### src/rtl/axis_register_slice.sv
// Two-entry valid/ready skid buffer: registered S_READY, M_VALID and M_DATA,
// 1-cycle latency, 1 beat/cycle sustained, strict FIFO order.
module axis_register_slice #(
    parameter int unsigned           DATA_WIDTH  = 1,
    parameter logic [DATA_WIDTH-1:0] RESET_VALUE = {DATA_WIDTH{1'b0}}
) (
    input  logic                  CLK,
    input  logic                  RSTN,
    input  logic                  FLUSH,
    input  logic                  S_VALID,
    output logic                  S_READY,
    input  logic [DATA_WIDTH-1:0] S_DATA,
    output logic                  M_VALID,
    input  logic                  M_READY,
    output logic [DATA_WIDTH-1:0] M_DATA,
    output logic [1:0]            OCCUPANCY
);

    typedef enum logic [1:0] {
        ST_EMPTY = 2'd0,
        ST_BUSY  = 2'd1,
        ST_FULL  = 2'd2
    } state_e;

    state_e                state_q, state_d;
    logic [DATA_WIDTH-1:0] main_q, main_d;
    logic [DATA_WIDTH-1:0] skid_q, skid_d;
    logic                  m_valid_q, m_valid_d;
    logic                  s_ready_q, s_ready_d;
    logic [1:0]            occ_q, occ_d;
    logic                  s_fire_s;
    logic                  m_fire_s;

    // Next-state and datapath selection; handshakes use only registered outputs.
    always_comb begin
        state_d  = state_q;
        main_d   = main_q;
        skid_d   = skid_q;
        s_fire_s = S_VALID & s_ready_q;
        m_fire_s = m_valid_q & M_READY;
        case (state_q)
            ST_EMPTY: begin
                if (s_fire_s) begin
                    state_d = ST_BUSY;
                    main_d  = S_DATA;
                end else begin
                    state_d = ST_EMPTY;
                end
            end
            ST_BUSY: begin
                if (s_fire_s && m_fire_s) begin
                    state_d = ST_BUSY;
                    main_d  = S_DATA;
                end else if (s_fire_s) begin
                    // Downstream stalled: park the new beat behind the presented one.
                    state_d = ST_FULL;
                    skid_d  = S_DATA;
                end else if (m_fire_s) begin
                    state_d = ST_EMPTY;
                end else begin
                    state_d = ST_BUSY;
                end
            end
            ST_FULL: begin
                if (m_fire_s) begin
                    state_d = ST_BUSY;
                    main_d  = skid_q;
                end else begin
                    state_d = ST_FULL;
                end
            end
            default: begin
                state_d = ST_EMPTY;
            end
        endcase
    end

    // Output flags decoded from the next state so they can be registered.
    always_comb begin
        m_valid_d = 1'b0;
        s_ready_d = 1'b1;
        occ_d     = 2'd0;
        case (state_d)
            ST_EMPTY: begin
                m_valid_d = 1'b0;
                s_ready_d = 1'b1;
                occ_d     = 2'd0;
            end
            ST_BUSY: begin
                m_valid_d = 1'b1;
                s_ready_d = 1'b1;
                occ_d     = 2'd1;
            end
            ST_FULL: begin
                m_valid_d = 1'b1;
                s_ready_d = 1'b0;
                occ_d     = 2'd2;
            end
            default: begin
                m_valid_d = 1'b0;
                s_ready_d = 1'b1;
                occ_d     = 2'd0;
            end
        endcase
    end

    // State and storage registers; reset and flush both discard every held beat.
    always_ff @(posedge CLK) begin
        if (!RSTN || FLUSH) begin
            state_q   <= ST_EMPTY;
            main_q    <= RESET_VALUE;
            skid_q    <= RESET_VALUE;
            m_valid_q <= 1'b0;
            s_ready_q <= 1'b1;
            occ_q     <= 2'd0;
        end else begin
            state_q   <= state_d;
            main_q    <= main_d;
            skid_q    <= skid_d;
            m_valid_q <= m_valid_d;
            s_ready_q <= s_ready_d;
            occ_q     <= occ_d;
        end
    end

    assign S_READY   = s_ready_q;
    assign M_VALID   = m_valid_q;
    assign M_DATA    = main_q;
    assign OCCUPANCY = occ_q;

endmodule

### config.mk
export PLATFORM = sky130hd
export DESIGN_NAME = axis_register_slice
export DESIGN_NICKNAME = d
export VERILOG_FILES = /design/src/rtl/axis_register_slice.sv
export SDC_FILE = /design/constraint.sdc
export NUM_CORES = 1
export LEC_CHECK = 0
export CAP_MARGIN = 25
export CORE_AREA = 2 2 39 41
export DETAILED_ROUTE_END_ITERATION = 10
export DIE_AREA = 0 0 41 43
export GPL_ROUTABILITY_DRIVEN = 0
export PLACE_DENSITY = 0.55
export RECOVER_POWER = 100
export SLEW_MARGIN = 20
export SYNTH_ARGS = -nofsm -noshare
export SYNTH_HDL_FRONTEND = slang
export SYNTH_SLANG_ARGS = --single-unit
### constraint.sdc
create_clock -name CLK -period 1.47 [get_ports CLK]
set_input_delay 0.294 -clock CLK [delete_from_list [all_inputs] [get_ports CLK]]
set_output_delay 0.294 -clock CLK [all_outputs]
set_load 0.02 [all_outputs]
==> results.toml <==
[status]
status = "completed"

[cts]
cts_tree = "done"
htreeDepth = 1
cts_buffers = 3
cts_root_buffer = "clkbuf_4"
path_clk_slew_ns = 0.05
clock_latency_ns = 0.26
clkSinkCount = 8
cts_setup_buffers = 0
clk_path_buf_depth = 2

[routing]
vias_per_cell = 4.76
drtIter0Drc = 2
drc = 0
drtAntennaViolNets = 0
vias = 376
first_pass_iters = 2
routedWlPerCell_um = 10.8
wl_um = 857

[yosys]
synth_area_leaders = "dfxtp_1, ha_1, and2_1, nand3b_4, a211oi_2"
yosysTopAreaCell = "dfxtp_1"
syn_area_um2 = 424
synth_fp_nets = 52
ys.flop_type = "dfxtp_1"
synth_warnings = 0
yosysMostFrequentCell = "dfxtp_1"
async_reset_ff_frac = 0
synth.yosys.seq_area_share = 0.378
synth_top_area_frac = 0.378
syn_area_per_cell_um2 = 9.86
ys_ff_latch = 8
synth_edf_count = 0
ys_types = 24
yosys-top-cells-count = "dfxtp_1, and2_1, ha_1, inv_1, nand2_1"
syn-instance-count = 43

[pwr]
p_int_mw = 0.371
p_leak_nw = 0.276
vdd_ir_drop_max_uv = 362
switching_share = 0.247
netSwitchingPower_mw = 0.122
power_mw = 0.493
powerDensity_nw_per_um2 = 793
power_frac_comb = 0.190
seq_power_share = 0.467
clock_power_share = 0.343

[cells_and_area]
nets = 74
drive_gt1_frac = 0.286
fin_util = 0.449
diodes = 0
nFillCells = 144
layout.cells.non_filler = 79
fin_area_um2 = 622
area_growth_pct = 46.6

[worst_setup_path]
crit_path_cell_trace = "clkdlybuf4s50_1"
critical_path.startpoint = "OCCUPANCY[0]$_SDFF_PP0_"
critPathCaptureType = "primary output"
crit_type = "reg2out"
path_buf_inv = 1
crit_slowest_cell = "clkdlybuf4s50_1"
crit_family = "buffers and inverters"
reg2reg_from = "S_READY$_SDFF_PP1_"
worstPathArrival_ns = 1.13
start_kind = "register"
cpPeakStageDelay_ns = 0.59
cp_max_fo = 1
worstPathRequired_ns = 1.18

[timing]
finalCriticalPeriod_ns = 1.43
final_hold_viol_count = 0
setup_violations = 0
clock-skew-final_ns = 0.00919
min_period_over_period = 0.972
tightest_slew_ns = 0.247
slew_violations = 0
slew_headroom = 0.836
fmax_mhz = 700
rsz0062_at_grt = "no"
fin_setup_tns_ns = 0

[placed_design]
post-place-cells = 76
dpl_cell_area_um2 = 597
post-dp-hpwl_um = 699
io_buffers = 10

[die]
core-area_um2 = 1380
die_h_um = 43
row_count = 14
die_area_um2 = 1760
num_io_pins = 11
initial_core_util = 0.307
die_w_um = 41

[hold_path]
hold_path.class = "reg2reg"
hold_start = "skid_q$_SDFFE_PP0P_"

[grt]
grt_max_degree = 8
grt_pass1_wl_um = 1520
grt_util_all_layers = 0.132
grt_overflow_total = 0
grt_pass1_vias = 388
antenna_found_initial = 0

[job]
cap_violations = 0
metrics by stage:
stage          hold WS, ns  worst slack [ns]
2_1_floorplan        0.407            0.0200
3_3_place_gp         0.468            -0.434
3_5_place_dp         0.485            -0.455
4_1_cts              0.492           0.00753
5_1_grt              0.520           0.00938
6_report             0.481            0.0417
flip-flops by register name, indices dropped and copies added (netlist names):
signal,count
M_DATA,1
M_VALID,1
OCCUPANCY,2
S_READY,1
skid_q,1
state_q,2
path summary, 6_finish.rpt:
kind | endpoint | slack, ns | cells after the start
setup / recovery | OCCUPANCY[0] | 0.04 | 1
hold / removal | skid_q$_SDFFE_PP0P_ | 0.48 | 2
setup reg to reg | M_VALID$_SDFF_PP0_ | 0.07 | 5
hold reg to reg | skid_q$_SDFFE_PP0P_ | 0.48 | 2
power groups by stage:
stage | sequential [mW] | clock (mW) | combinational, mW
finish | 0.230 | 0.169 | 0.0938
global route | 0.231 | 0.186 | 0.104
CTS | 0.230 | 0.181 | 0.0962
detailed placement | 0.234 | 0 | 0.0953
global placement | 0.235 | 0 | 0.0948
floorplan | 0.240 | 0 | 0.0408
per-layer routing:
metal | vias up | wire (um) | global-route usage | part of all wire
met5 | - | 0 | 0 | 0
met4 | 0 | 33 | 0.120 | 0.039
met3 | 4 | 26 | 0.0157 | 0.030
met2 | 8 | 407 | 0.197 | 0.47
met1 | 168 | 390 | 0.152 | 0.46
li1 | 196 | - | - | -
kinds of logic after synthesis:
| logic type | Yosys count | share of synthesized area |
|---|---|---|
| AO/OA/AOI/OAI | 10 | 0.180 |
| AND/OR/NAND/NOR | 18 | 0.304 |
| flip-flops | 8 | 0.378 |
| buffers and inverters | 3 | 0.0265 |
| adder cells (fa/ha/maj) | 3 | 0.0885 |
| multiplexers | 1 | 0.0236 |
cell usage in the layout, fill, tap and decap left out, drive strengths merged, types with 2 or more instances in the layout:
master,n
dfxtp,8
clkbuf,6
buf,5
clkdlybuf4s50,4
dlygate4sd2,4
and2,4
nand2,3
inv,3
ha,3
nor2,2
a21oi,2
o21ai,2
what timing repair did:
item	CTS	global route
endpoints found under the setup margin	7	4
gates resized for setup	7	5
hold buffers	0	0
pin swaps	1	2
gates cloned	0	0
cell type report:
type | instances | area, um^2 | area share
Clock buffer | 3 | 22.5 | 0.0362
Multi-Input combinational cell | 32 | 262 | 0.421
Sequential cell | 8 | 163 | 0.262
Timing Repair Buffer | 17 | 144 | 0.231
Inverter | 3 | 11.3 | 0.0181
Tap cell | 16 | 20.0 | 0.0322
Note: power is estimated with default switching activity, not from simulation.
